File: src/rtl/uart_tx_arbiter_pkg.sv
// Shared constants and FSM encoding for the UART transmitter arbiter.
package uart_arb_pkg;

  localparam int DEF_N_REQ        = 4;
  localparam int DEF_BUSY_TIMEOUT = 16;
  localparam int BYTE_W           = 8;

  typedef enum logic [1:0] {
    IDLE      = 2'd0,
    LAUNCH    = 2'd1,
    WAIT_BUSY = 2'd2,
    WAIT_DONE = 2'd3
  } arb_state_e;

endpackage

File: src/rtl/uart_tx_arbiter_if.sv
// Requester and transmitter handshake bundle; master is the arbiter side.
interface uart_tx_arbiter_if
  import uart_arb_pkg::*;
#(
  parameter int N_REQ = DEF_N_REQ
);

  logic [N_REQ-1:0]        req_valid;
  logic [BYTE_W*N_REQ-1:0] req_data;
  logic [N_REQ-1:0]        req_last;
  logic [N_REQ-1:0]        req_ready;
  logic [BYTE_W-1:0]       tx_data;
  logic                    tx_data_valid;
  logic                    tx_busy;

  modport master (
    input  req_valid, req_data, req_last, tx_busy,
    output req_ready, tx_data, tx_data_valid
  );

  modport slave (
    output req_valid, req_data, req_last, tx_busy,
    input  req_ready, tx_data, tx_data_valid
  );

endinterface

File: src/rtl/uart_tx_arbiter_rr_picker.sv
// Combinational round-robin picker: first set request after ptr, with wrap.
module rr_picker #(
  parameter  int N   = 4,
  localparam int IDW = $clog2(N)
) (
  input  logic [N-1:0]   req,
  input  logic [IDW-1:0] ptr,
  output logic [IDW-1:0] idx,
  output logic           found
);

  int pos;

  // Scan farthest offset first so the nearest request after ptr wins.
  always_comb begin
    idx   = '0;
    found = 1'b0;
    pos   = 0;
    for (int i = N; i >= 1; i--) begin
      pos = (int'(ptr) + i) % N;
      if (req[IDW'(pos)]) begin
        idx   = IDW'(pos);
        found = 1'b1;
      end
    end
  end

endmodule

File: src/rtl/uart_tx_arbiter.sv
// Round-robin arbiter sharing one UART transmitter between N_REQ producers.
// Define UART_ARB_LOCK_EN to hold the grant until a req_last byte is accepted.
module uart_tx_arbiter
  import uart_arb_pkg::*;
#(
  parameter  int N_REQ        = DEF_N_REQ,
  parameter  int BUSY_TIMEOUT = DEF_BUSY_TIMEOUT,
  localparam int IDW          = $clog2(N_REQ)
) (
  input  logic                clk,
  input  logic                rst_n,
  uart_tx_arbiter_if.master   bus,
  output logic [IDW-1:0]      grant_id,
  output logic                arb_busy,
  output logic                err_timeout
);

  localparam int CNT_W = $clog2(BUSY_TIMEOUT + 1);

  arb_state_e        state_q, state_d;
  logic [BYTE_W-1:0] tx_data_q, tx_data_d;
  logic              tx_valid_q, tx_valid_d;
  logic              err_q, err_d;
  logic [IDW-1:0]    grant_q, grant_d;
  logic [IDW-1:0]    ptr_q, ptr_d;
  logic [CNT_W-1:0]  cnt_q, cnt_d;

  logic [N_REQ-1:0]  req_mask;
  logic [IDW-1:0]    win_idx;
  logic              win_found;
  logic [BYTE_W-1:0] win_byte;

`ifdef UART_ARB_LOCK_EN
  logic lock_q, lock_d;

  // A locked message only lets its own requester compete.
  always_comb begin
    req_mask = bus.req_valid;
    if (lock_q) begin
      req_mask          = '0;
      req_mask[grant_q] = bus.req_valid[grant_q];
    end
  end
`else
  logic unused_last;
  assign unused_last = ^bus.req_last;
  assign req_mask    = bus.req_valid;
`endif

  rr_picker #(.N(N_REQ)) u_picker (
    .req   (req_mask),
    .ptr   (ptr_q),
    .idx   (win_idx),
    .found (win_found)
  );

  always_comb begin
    win_byte = '0;
    for (int i = 0; i < N_REQ; i++) begin
      if (IDW'(i) == win_idx) win_byte = bus.req_data[i*BYTE_W +: BYTE_W];
    end
  end

  always_comb begin
    bus.req_ready = '0;
    if (state_q == IDLE && win_found) bus.req_ready[win_idx] = 1'b1;
  end

  always_comb begin
    state_d    = state_q;
    tx_data_d  = tx_data_q;
    tx_valid_d = 1'b0;
    err_d      = 1'b0;
    grant_d    = grant_q;
    ptr_d      = ptr_q;
    cnt_d      = cnt_q;
`ifdef UART_ARB_LOCK_EN
    lock_d     = lock_q;
`endif
    case (state_q)
      IDLE: begin
        if (win_found) begin
          tx_data_d  = win_byte;
          grant_d    = win_idx;
          ptr_d      = win_idx;
          tx_valid_d = 1'b1;
          state_d    = LAUNCH;
`ifdef UART_ARB_LOCK_EN
          lock_d     = !bus.req_last[win_idx];
`endif
        end
      end
      LAUNCH: begin
        cnt_d   = '0;
        state_d = WAIT_BUSY;
      end
      WAIT_BUSY: begin
        if (bus.tx_busy) begin
          state_d = WAIT_DONE;
        end else if (cnt_q == CNT_W'(BUSY_TIMEOUT - 1)) begin
          // Transmitter never started: drop the byte rather than retry.
          err_d   = 1'b1;
          state_d = IDLE;
`ifdef UART_ARB_LOCK_EN
          lock_d  = 1'b0;
`endif
        end else begin
          cnt_d = cnt_q + 1'b1;
        end
      end
      WAIT_DONE: begin
        if (!bus.tx_busy) state_d = IDLE;
      end
      default: state_d = IDLE;
    endcase
  end

  always_ff @(posedge clk or negedge rst_n) begin
    if (!rst_n) begin
      state_q    <= IDLE;
      tx_data_q  <= '0;
      tx_valid_q <= 1'b0;
      err_q      <= 1'b0;
      grant_q    <= '0;
      ptr_q      <= IDW'(N_REQ - 1);
      cnt_q      <= '0;
`ifdef UART_ARB_LOCK_EN
      lock_q     <= 1'b0;
`endif
    end else begin
      state_q    <= state_d;
      tx_data_q  <= tx_data_d;
      tx_valid_q <= tx_valid_d;
      err_q      <= err_d;
      grant_q    <= grant_d;
      ptr_q      <= ptr_d;
      cnt_q      <= cnt_d;
`ifdef UART_ARB_LOCK_EN
      lock_q     <= lock_d;
`endif
    end
  end

  assign bus.tx_data       = tx_data_q;
  assign bus.tx_data_valid = tx_valid_q;
  assign grant_id          = grant_q;
  assign err_timeout       = err_q;
  assign arb_busy          = (state_q != IDLE);

endmodule
File: src/flat_wrapper.sv
// flat-port wrapper written by rule: the top's interface ports become plain ports
module uart_tx_arbiter_flat import uart_arb_pkg::*;
#(
  parameter  int N_REQ        = DEF_N_REQ,
  parameter  int BUSY_TIMEOUT = DEF_BUSY_TIMEOUT,
  localparam int IDW          = $clog2(N_REQ)
)
  (clk, rst_n, grant_id, arb_busy, err_timeout, bus_req_valid, bus_req_data, bus_req_last, bus_tx_busy, bus_req_ready, bus_tx_data, bus_tx_data_valid);
  uart_tx_arbiter_if #(.N_REQ(N_REQ)) bus_i ();
  input  logic clk;
  input  logic rst_n;
  output logic [IDW-1:0] grant_id;
  output logic arb_busy;
  output logic err_timeout;
  input wire logic [$bits(bus_i.req_valid)-1:0] bus_req_valid;
  input wire logic [$bits(bus_i.req_data)-1:0] bus_req_data;
  input wire logic [$bits(bus_i.req_last)-1:0] bus_req_last;
  input wire logic [$bits(bus_i.tx_busy)-1:0] bus_tx_busy;
  output wire logic [$bits(bus_i.req_ready)-1:0] bus_req_ready;
  output wire logic [$bits(bus_i.tx_data)-1:0] bus_tx_data;
  output wire logic [$bits(bus_i.tx_data_valid)-1:0] bus_tx_data_valid;
  assign bus_i.req_valid = bus_req_valid;
  assign bus_i.req_data = bus_req_data;
  assign bus_i.req_last = bus_req_last;
  assign bus_i.tx_busy = bus_tx_busy;
  assign bus_req_ready = bus_i.req_ready;
  assign bus_tx_data = bus_i.tx_data;
  assign bus_tx_data_valid = bus_i.tx_data_valid;
  uart_tx_arbiter #(.N_REQ(N_REQ), .BUSY_TIMEOUT(BUSY_TIMEOUT)) u_core (.clk(clk), .rst_n(rst_n), .bus(bus_i), .grant_id(grant_id), .arb_busy(arb_busy), .err_timeout(err_timeout));
endmodule
File: config.mk
export PLATFORM = sky130hd
export DESIGN_NAME = uart_tx_arbiter_flat
export DESIGN_NICKNAME = d
export VERILOG_FILES = /design/src/rtl/uart_tx_arbiter_pkg.sv /design/src/rtl/uart_tx_arbiter_if.sv /design/src/rtl/uart_tx_arbiter_rr_picker.sv /design/src/rtl/uart_tx_arbiter.sv /design/src/flat_wrapper.sv
export SDC_FILE = /design/constraint.sdc
export NUM_CORES = 1
export LEC_CHECK = 0
export ABC_AREA = 0
export CAP_MARGIN = 20
export CORE_ASPECT_RATIO = 1.4
export CORE_UTILIZATION = 30
export CTS_CLUSTER_DIAMETER = 40
export DETAILED_ROUTE_END_ITERATION = 7
export SYNTH_ARGS = -nofsm -noshare
export SYNTH_HDL_FRONTEND = slang
export SYNTH_SLANG_ARGS = --single-unit
export TNS_END_PERCENT = 50
File: constraint.sdc
create_clock -name clk -period 4.05 [get_ports clk]
set_input_delay 0.6075 -clock clk [delete_from_list [all_inputs] [get_ports clk]]
set_output_delay 0.6075 -clock clk [all_outputs]
set_load 0.02 [all_outputs]
---- Word level (Yosys, flattened, before mapping) ----
Index checks and enable logic that the tools add are counted.
operators by class
  $add $sub $neg .......................... 5
  $lt $le $gt $ge ......................... 6
  equal/unequal tests ..................... 12
  mux-type cells .......................... 40
  reductions and logical operators ........ 9
operators by type and width
  operator             number
  $mux 8               4
  $mux 1               18
  $lt 2x4->1 const B   4
  $mux 2               8
  $mux 5               2
  $pmux 5 s2           1
  $bmux 1 s2           4
  $pmux 2 s4           1
  $ne 2x2->1 const B   3
  $reduce_and 3->1     2
  $add 5x1->5 const B  1
  $eq 5x4->1 const B   1
  $add 2x1->2 const B  2
  $add 2x2->2 const B  2
  $eq 2x2->1 const A   2
  $eq 2x2->1 const B   2
  $logic_not 2->1      2
  $mux 4               1
  $reduce_bool 2->1    2
  $lt 2x3->1 const B   1
  $ne 3x2->1 const B   1
  $demux 1 s2          1
  $eq 1x2->1 const A   1
  $eq 2x1->1 const B   1
  other kinds (4)      5
storage, ports and cells
  register bits ........................... 21
  bits of input ports ..................... 43
  output and inout port bits .............. 17
  word-level logic and storage cells ...... 79

---- Logic depth before layout (Yosys ltp) ----
Gate-level depths: netlist of the first run.
  depth after elaboration ................. 13
  mapped depth ............................ 8
  depth with buffers taken out ............ 8

---- Modules after synthesis ----
From an unflattened synthesis of the first run, not the netlist that was laid out.
second synthesis, totals
  cell total of the unflattened synthesis .. 131
  area total of the unflattened synthesis .. 1,302.5 um^2
modules (own cells, without submodules)
  module           times used  cells each  area each (um^2)  sequential area each (um^2)
  uart_tx_arbiter  1           117         1,211.2           528.0
  rr_picker        1           14          91.3              0.0

---- Worst setup path before layout of the first run ----
Ideal clock, no wire load.
  kind .................................... in2out
  from .................................... in bus_req_valid[2]
  to ...................................... out bus_req_ready[0]
  arrival time ............................ 1.548 ns
  data required time ...................... 3.442 ns
  setup slack ............................. 1.895 ns
  stages on the path ...................... 5
  buffers on the path ..................... 1
  path through ............................ and2b_1 a21oi_2 o221ai_4 buf_8 nor2_1
between the ends
  cells in the longest elaborated chain, start to end .. 12
  elaborated cells on any way between the ends .. 27
  classes of those cells .................. order compare (2); mux (23); reduce/logical (2)
RTL lines
  element                                                         RTL line                         text
  start: declaration                                              flat_wrapper.sv:15               input wire logic [$bits(bus_i.req_valid)-1:0] bus_req_valid;
  $bmux 1 s2                                                      uart_tx_arbiter_rr_picker.sv:21  if (req[IDW'(pos)]) begin
  $mux 1 (implied by the code) (2 in series)                      uart_tx_arbiter_rr_picker.sv:21
  $mux 2 (4 in series)                                            uart_tx_arbiter_rr_picker.sv:21
  $lt 2x3->1 (implied by the code) or $ge 2x1->1 (tied branches)  uart_tx_arbiter.sv:66            if (state_q == IDLE && win_found) bus.req_ready[win_idx] = 1'b1;
  $logic_and 1x1->1 (implied by the code)                         uart_tx_arbiter.sv:66
  $mux 1 (implied by the code)                                    uart_tx_arbiter.sv:66
  $demux 1 s2                                                     -
  $mux 4 *                                                        uart_tx_arbiter.sv:66
  end: declaration                                                flat_wrapper.sv:19               output wire logic [$bits(bus_i.req_ready)-1:0] bus_req_ready;
Mark *: on every way between the ends. The rest lies on a longest branch, timed or not. The select of a mux whose other input is x is not followed.

---- Worst setup path after layout of the first run ----
  from .................................... in bus_req_valid[2]
  to ...................................... out bus_req_ready[2]
Same word-level chain as after synthesis.

==> results_dict.tcl, run 1 <==
set metrics [dict create \
    status "finished clean" \
    grt_pass1_vias 1217 \
    dp_hpwl_um 2390 \
    cts_buffer_depth 2 \
    syn_avg_cell_area_um2 9.96 \
    syn_area_mm2 0.00123 \
    overflow 0 \
    synth_area_leaders "dfrtp_1, mux2i_1, nand2_1" \
    die_h_um 77.9 \
    wirelength_um 3070 \
    seq_power_share_pct 35.9 \
    die_w_um 56.2 \
    die_area_mm2 0.00438 \
    finalHoldViolations 0 \
    yosys.area.top_type_share_pct 38.5 \
    clock_skew_ps 3.74 \
    synth_cell_types 33 \
    row_count 27 \
    antenna_found_initial 0 \
    p_leak_nw 0.807 \
    io_pins 60 \
    htreeDepth 1 \
    critPathCaptureType "primary output" \
    powerDensity_mw_per_mm2 576 \
    swShare_pct 40.2 \
    cts_setup_buffers 0 \
    fin_cells 224 \
    fp.coreArea_mm2 0.00395 \
    ir_worst_vdd_mv 0.315 \
    syn2layout_area_growth_pct 49.9 \
    synth_top_cell_by_area "dfrtp_1" \
    insertion_delay_ps 260 \
    tightest_slew_ps 934 \
    cts_hold_buffers 0 \
    portBuffers 55 \
    period_share_pct 83.4 \
    worstSetupPathDepth 7 \
    rr_worst_depth 6 \
    dr.pass1.iters 4 \
    max_cap_viol_count 0 \
    p_int_mw 0.638 \
    syn_nets 169 \
    path_delay_family "buffers and inverters" \
    worstSetupPathType "in2out" \
    synthCells 124 \
    first_iter_violations 62 \
    cp_common_cell "clkdlybuf4s50_1" \
    ctsResizeCount 0 \
    p_sw_mw 0.429 \
    cts_num_sinks 21 \
    cts_tree "done" \
    grt_use_total_pct 14.5 \
    gp_congestion 0.772 \
    viasPerCell 5.22 \
    top_layer "met4" \
    hold_depth 2 \
    grt_pass1_wl_um 5110 \
    clock_power_share_pct 12.7 \
    period_needed_ps 3380 \
    reg2reg_setup_slack_ps 2040 \
    grt_max_degree 22 \
    cp_max_fo 11 \
    setup_viol 0 \
    path_cells "clkdlybuf4s50_1 > and2b_1 > a21oi_2 > o221ai_4 > buf_4 > nor2_1 > clkdlybuf4s50_1" \
    fin_util_pct 46.9 \
    crit_slowest_cell "clkdlybuf4s50_1" \
    slew_headroom_pct 37.5 \
    arrival_ps 2770 \
    wire_per_inst_um 13.7 \
    ys_ff_latch 21 \
    dp.cells 220 \
    cts_root_buf "clkbuf_8" \
    cp-start-kind "input port" \
    yosysSeqAreaShare_pct 42.8 \
    slew_viol_final 0 \
    hold_path_class "reg2reg" \
    critPathMaxStageDelay_ps 620 \
    required_ps 3440 \
    drive_gt1_share_pct 6.63 \
    wl_met1_um 1210 \
    dr_wl_met2_um 1630 \
    path_clk_slew_ps 70 \
    vias 1169 \
    drc 0 \
    nets 227 \
    start_util_pct 31.2 \
    rsz0062_at_grt "no" \
    detail-route-antenna-nets 0 \
    setup_tns_ps 0 \
    antenna_cells 0 \
    max_freq_mhz 296 \
    dr_wl_met3_um 201 \
    ys.warnings.count 0 \
    crit_buf_inv 3 \
    combPwrFrac_pct 51.4 \
    cts_made_buffers 3 \
]
## final timing paths
| path | from | end |
|---|---|---|
| min in group asynchronous | rst_n | u_core.err_timeout |
| max in group asynchronous | rst_n | u_core.bus.tx_data[7] |
| setup / recovery | bus_req_valid[2] | bus_req_ready[2] |
| setup reg to reg | u_core.ptr_q[1] | u_core.bus.tx_data[5] |
| hold reg to reg | u_core.grant_id[1] | u_core.grant_id[1] |
| hold / removal | u_core.grant_id[1] | u_core.grant_id[1] |
## cells by family (layout without fill, tap and decap cells)
| group | count (synthesis) | in the layout | share of synthesized area, % |
|---|---|---|---|
| muxes | 17 | 17 | 13.8 |
| DFF | 21 | 21 | 42.8 |
| AOI/OAI and AO/OA | 28 | 28 | 17.4 |
| buffers and inverters | 11 | 68 | 6.38 |
| adders and majority gates | 2 | 2 | 2.03 |
| and+or+nand+nor | 45 | 45 | 17.6 |
## stage by stage
step / area [um^2] / setup slack, ps / total power [mW] / hold slack [ps]
after floorplan: 1230 / 1890 / 0.729 / 312
after global placement: 1810 / 691 / 0.920 / 475
after detailed placement: 1810 / 665 / 0.937 / 486
after CTS: 1850 / 653 / 1.08 / 514
after global routing: 1850 / 549 / 1.14 / 530
final: 1850 / 674 / 1.07 / 499
## cells in the mapped netlist
cell type	instances
a21oi_1	8
a21oi_2	1
a22o_1	1
a31o_1	1
a32o_1	1
and2b_1	1
and3_1	4
buf_12	1
buf_2	1
buf_6	1
buf_8	1
clkbuf_1	1
clkinv_2	1
dfrtp_1	19
dfstp_2	2
ha_1	2
inv_1	5
mux2i_1	17
nand2_1	19
nand2b_1	2
nand2b_4	1
nand3_1	1
nand4_1	1
nor2_1	10
nor3_1	1
nor4_1	4
nor4b_1	1
o211ai_1	1
o21ai_0	4
o221ai_1	8
o221ai_4	1
o22a_1	1
o22ai_1	1
## cell type report
type / count / area, um^2
well taps: 43 / 53.8
fillers: 397 / 2100
repair buffers: 58 / 573
inverters: 6 / 23.8
flip-flops and latches: 21 / 528
clock buffers: 4 / 45.0
multi-input cells: 92 / 628
## routing by layer
layer | vias up | track usage, %
met2 | 45 | 28.1
met5 | - | 0
met4 | 0 | 4.39
met3 | 5 | 3.50
li1 | 567 | -
met1 | 552 | 15.0
## state kept, by name (all words and copies together) (netlist names)
signal,cells
u_core.bus.tx_data,8
u_core.bus.tx_data_valid,1
u_core.cnt_q,5
u_core.err_timeout,1
u_core.grant_id,2
u_core.ptr_q,2
u_core.state_q,2
## cell usage in the layout (no fill, tap or decap), drive strengths merged
cell,synthesis,final
a31o,1,1
nand3,1,1
mux2i,17,17
inv,5,5
o21ai,4,4
and3,4,4
dfstp,2,2
clkinv,1,1
nor4b,1,1
o221ai,9,9
nand2,19,19
buf,4,3
nor3,1,1
nand2b,3,3
o22a,1,1
nor4,4,4
nand4,1,1
clkbuf,1,4
a22o,1,1
a21oi,9,9
o22ai,1,1
dfrtp,19,19
and2b,1,1
a32o,1,1
o211ai,1,1
nor2,10,10
clkdlybuf4s50,0,55
ha,2,2
## power by group through the flow
stage	registers (mW)	clock network, mW	logic (mW)
detailed placement	0.382	0	0.555
global placement	0.381	0	0.540
floorplan	0.420	0	0.309
finish	0.383	0.135	0.549
CTS	0.381	0.142	0.557
global route	0.396	0.148	0.597
## worst register-to-register path, delay by kind of cell, from the launching register on
family / cells / cell delay (ps)
AO/OA/AOI/OAI: 3 / 590
buffers and inverters: 1 / 310
flip-flops: 1 / 600
multiplexers: 1 / 230
AND/OR/NAND/NOR: 1 / 140
(Power assumes the default switching activity.)
==> inputs of run 2 (changes only) <==
==> constraint.sdc (replaced) <==
create_clock -name clk -period 3.53 [get_ports clk]
set_input_delay 0.5295 -clock clk [delete_from_list [all_inputs] [get_ports clk]]
set_output_delay 0.5295 -clock clk [all_outputs]
set_load 0.02 [all_outputs]
==> run 2 against run 1 <==
Net effect:
- worst setup slack worse by 160 ps
- clock power rose by 17%
- utilization is 0.22 points higher
- non-clock buffer count increased by 1
- sequential power grew 14%
- via count is 1.2% higher
- first-iteration DRC count is 32% lower
- clock-buffer cell count fell by 1
- sequential share of layout area is 0.13 points lower
- routed wire length rose by 2.9%
- register-to-register slack got worse by 450 ps
- flip-flop and latch count did not move
==> results_dict.tcl, run 2 (synthesized netlist as in run 1, its figures left out) <==
set metrics [dict create \
    r2r-end "u_core.cnt_q[3]" \
    grt_max_degree 22 \
    ir_worst_vdd_mv 0.331 \
    gp_congestion 0.743 \
    die_area_mm2 0.00438 \
    cts_setup_buffers 0 \
    syn2layout_area_growth_pct 50.7 \
    fin_total_pwr_mw 1.24 \
    fp.coreArea_mm2 0.00395 \
    cts_tree "done" \
    dr.pass1.iters 4 \
    hold_path_class "reg2reg" \
    max_cap_viol_count 0 \
    grt_use_total_pct 15.4 \
    tightest_slew_ps 933 \
    rr_worst_depth 8 \
    worst_slack_ps 513 \
    critPathCaptureType "primary output" \
    start_util_pct 31.2 \
    hold_start "u_core.grant_id[1]" \
    hold_ws_ps 488 \
    design_area_mm2 0.00186 \
    required_ps 3000 \
    p_leak_nw 0.815 \
    critPathMaxStageDelay_ps 550 \
    powerDensity_mw_per_mm2 664 \
    dp_hpwl_um 2530 \
    vias 1183 \
    antenna_cells 0 \
    dr_wl_met3_um 293 \
    cts_hold_buffers 0 \
    hold_end "u_core.grant_id[1]" \
    dr_wl_met2_um 1710 \
    wire_per_inst_um 14.1 \
    arrival_ps 2490 \
    period_share_pct 85.5 \
    htreeDepth 1 \
    drc 0 \
    max_freq_mhz 331 \
    status "finished clean" \
    slew_headroom_pct 37.6 \
    die_w_um 56.2 \
    grt_pass1_vias 1216 \
    largest_reg_flops 8 \
    crit_slowest_cell "clkdlybuf4s50_1" \
    setup_viol 0 \
    portBuffers 55 \
    cp_common_cell "clkdlybuf4s50_1" \
    viasPerCell 5.26 \
    path_cells "clkdlybuf4s50_1 > nor4_1 > nand2b_4 > clkinv_2 > nand2_1 > nor2_1 > clkdlybuf4s50_1" \
    fill_cells 393 \
    cts_made_buffers 3 \
    cts_root_buf "clkbuf_8" \
    place_ws_ps 489 \
    overflow 0 \
    period_needed_ps 3020 \
    wirelength_um 3160 \
    layout_common_cells "clkdlybuf4s50_1, nand2_1, dfrtp_1, mux2i_1, nor2_1" \
    io_pins 60 \
    insertion_delay_ps 260 \
    finalHoldViolations 0 \
    first_iter_violations 42 \
    antenna_found_initial 0 \
    crit_buf_inv 3 \
    r2r-start "u_core.cnt_q[0]" \
    path_delay_family "buffers and inverters" \
    wl_met1_um 1140 \
    rsz0062_at_grt "no" \
    detail-route-antenna-nets 0 \
    reg2reg_setup_slack_ps 1590 \
    final_common_cell "clkdlybuf4s50_1" \
    cts_buffer_depth 2 \
    row_count 27 \
    placed_area_mm2 0.00181 \
    hold_depth 2 \
    cp-start-kind "input port" \
    ctsResizeCount 0 \
    clock_skew_ps 4.38 \
    drive_gt1_share_pct 7.69 \
    worstSetupPathType "in2out" \
    grt_pass1_wl_um 5360 \
    setup_tns_ps 0 \
    nets 228 \
    slew_viol_final 0 \
    cp_max_fo 14 \
    top_layer "met4" \
    path_clk_slew_ps 80 \
    die_h_um 77.9 \
    cts_num_sinks 21 \
]
run 2: cell count changes in the layout (fill, tap and decap cells not counted):
cell / previous run / this run
clkbuf_1: 1 / 0
buf_4: 3 / 4
clkinv_2: 1 / 2
run 2: area by class of cell:
| class | instances | area, um^2 | share of cell area [%] |
|---|---|---|---|
| multi-input cells | 92 | 628 | 33.8 |
| flip-flops and latches | 21 | 528 | 28.4 |
| repair buffers | 59 | 581 | 31.2 |
| clock buffers | 3 | 41.3 | 2.22 |
| well taps | 43 | 53.8 | 2.89 |
| clock inverters | 1 | 5.00 | 0.269 |
| inverters | 6 | 23.8 | 1.28 |
run 2: where the power goes:
group | switching, mW | total [mW] | internal, mW
registers | 0.0944 | 0.438 | 0.344
logic | 0.326 | 0.639 | 0.313
clock network | 0.0795 | 0.158 | 0.0786
total | 0.500 | 1.24 | 0.736
run 2: worst reg2reg max path, stage by stage (launching register included):
cell     delay, ps
dfrtp_1        430
ha_1           260
and3_1         210
ha_1           250
nor2_1         220
nand4_1        150
nor3_1         150
a21oi_1         50
o21ai_0        150
run 2: how the worst max path moves through the flow:
stage,startpoint,to,cells after the start
6_report,bus_req_valid[0],bus_req_ready[0],7
3_3_place_gp,bus_req_valid[0],bus_req_ready[2],7
3_5_place_dp,bus_req_valid[0],bus_req_ready[0],7
5_1_grt,bus_req_valid[0],bus_req_ready[0],7
4_1_cts,bus_req_valid[0],bus_req_ready[0],7
2_1_floorplan,u_core.ptr_q[1],bus_req_ready[0],4
run 2: through the flow:
| stage | std cells | util, % |
|---|---|---|
| floorplan | 124 | - |
| global placement | 221 | 45.9 |
| detailed placement | 221 | 45.9 |
| CTS | 225 | 47.1 |
| global route | 225 | 47.1 |
| finish | 225 | 47.1 |
run 2: metal layers:
metal | global-route usage (%) | up-vias
li1 | - | 570
met1 | 16.0 | 551
met2 | 28.9 | 58
met3 | 4.67 | 4
met4 | 4.88 | 0
met5 | 0 | -
==> inputs of run 3 (changes only) <==
==> constraint.sdc (replaced) <==
create_clock -name clk -period 3.53 [get_ports clk]
set_input_delay 0.353 -clock clk [delete_from_list [all_inputs] [get_ports clk]]
set_output_delay 0.353 -clock clk [all_outputs]
set_load 0.02 [all_outputs]
==> run 3 against run 2 <==
Net effect:
- flip-flop and latch count unchanged
- final area decreased by 0.40%
- total power decreased by 1.4%
- fmax increased by 5.5%
- clock-buffer cell count unchanged
- non-clock buffer count decreased by 1
- largest power group unchanged
==> results_dict.tcl, run 3 (synthesized netlist as in run 1, its figures left out) <==
set metrics [dict create \
    cts_tree "done" \
    grt_pass1_wl_um 5050 \
    clock_skew_ps 8.02 \
    period_needed_ps 2860 \
    max_cap_viol_count 0 \
    powerDensity_mw_per_mm2 657 \
    hold_path_class "reg2reg" \
    path_cells "clkdlybuf4s50_1 > and2b_1 > a21oi_2 > o221ai_4 > buf_4 > nor2_1 > clkdlybuf4s50_1" \
    cts_made_buffers 3 \
    fill_cells 393 \
    viasPerCell 5.11 \
    worst_slack_ps 669 \
    cp_common_cell "clkdlybuf4s50_1" \
    overflow 0 \
    die_w_um 56.2 \
    cts_buffer_depth 2 \
    tightest_slew_ps 925 \
    die_area_mm2 0.00438 \
    drc 0 \
    path_clk_slew_ps 80 \
    slew_viol_final 0 \
    row_count 27 \
    layout_common_cells "clkdlybuf4s50_1, nand2_1, dfrtp_1, mux2i_1, nor2_1" \
    vias 1144 \
    setup_viol 0 \
    io_pins 60 \
    ir_worst_vdd_mv 0.372 \
    portBuffers 55 \
    grt_use_total_pct 14.2 \
    status "finished clean" \
    antenna_cells 0 \
    finalHoldViolations 0 \
    setup_tns_ps 0 \
    fp.coreArea_mm2 0.00395 \
    required_ps 3180 \
    critPathCaptureType "primary output" \
    arrival_ps 2510 \
    first_iter_violations 11 \
    start_util_pct 31.2 \
    htreeDepth 1 \
    max_freq_mhz 350 \
    p_leak_nw 0.810 \
    insertion_delay_ps 260 \
    dp_hpwl_um 2410 \
    drive_gt1_share_pct 7.18 \
    nets 227 \
    wirelength_um 2980 \
    largest_reg_flops 8 \
    cts_root_buf "clkbuf_8" \
    cts_num_sinks 21 \
    period_share_pct 81.0 \
    fin_total_pwr_mw 1.22 \
    place_ws_ps 659 \
    ctsResizeCount 0 \
    cp_max_fo 11 \
    worstSetupPathType "in2out" \
    cp-start-kind "input port" \
    critPathMaxStageDelay_ps 610 \
    wire_per_inst_um 13.3 \
    dr.pass1.iters 4 \
    crit_slowest_cell "clkdlybuf4s50_1" \
    detail-route-antenna-nets 0 \
    syn2layout_area_growth_pct 50.1 \
    slew_headroom_pct 38.1 \
    die_h_um 77.9 \
    grt_max_degree 22 \
    final_common_cell "clkdlybuf4s50_1" \
    rsz0062_at_grt "no" \
    antenna_found_initial 0 \
    cts_hold_buffers 0 \
    grt_pass1_vias 1182 \
    cts_setup_buffers 0 \
    gp_congestion 0.776 \
]
==> run 3: through the flow <==
stage                     hold WS, ps  area (um^2)  utilization [%]  std cells
after detailed placement          477         1810             45.7        220
after floorplan                  57.4         1230                -        124
after CTS                         502         1850             46.9        224
after global placement            475         1810             45.7        220
after global routing              528         1850             46.9        224
final                             491         1850             46.9        224
==> run 3: metal layers <==
metal / up-vias / wire length, um / GRT usage [%]
met5: - / 0 / 0
met4: 0 / 0 / 2.20
met3: 0 / 205 / 3.67
met2: 44 / 1570 / 27.1
met1: 532 / 1210 / 15.8
li1: 568 / - / -
==> run 3: cell type report <==
class	count	area (um^2)	share of cell area (%)
Clock buffer	3	41.3	2.23
Clock inverter	1	5.00	0.270
Inverter	6	23.8	1.28
Multi-Input combinational cell	92	628	33.9
Sequential cell	21	528	28.5
Tap cell	43	53.8	2.90
Timing Repair Buffer	58	573	30.9
==> run 3: worst max-delay path, delay by kind of cell <==
kind	cells	cell delay [ps]
buffers and inverters	3	1430
AO/OA/AOI/OAI	2	370
AND/OR/NAND/NOR	2	340
==> run 3: worst paths after layout <==
kind,slack [ps],cells after the start,from,end
worst min-delay path,490,2,u_core.grant_id[1],u_core.grant_id[1]
worst max register to register,1550,6,u_core.ptr_q[1],u_core.bus.tx_data[6]
worst max-delay path,670,7,bus_req_valid[2],bus_req_ready[2]
max in group asynchronous,2350,1,rst_n,u_core.state_q[1]
worst min register to register,490,2,u_core.grant_id[1],u_core.grant_id[1]
min in group asynchronous,600,1,rst_n,u_core.cnt_q[2]
==> run 3: power breakdown <==
group | total [mW] | switching, mW | leakage [nW] | internal [mW]
clock | 0.158 | 0.0794 | 0.0255 | 0.0785
sequential | 0.438 | 0.0938 | 0.262 | 0.344
combinational | 0.622 | 0.315 | 0.522 | 0.307
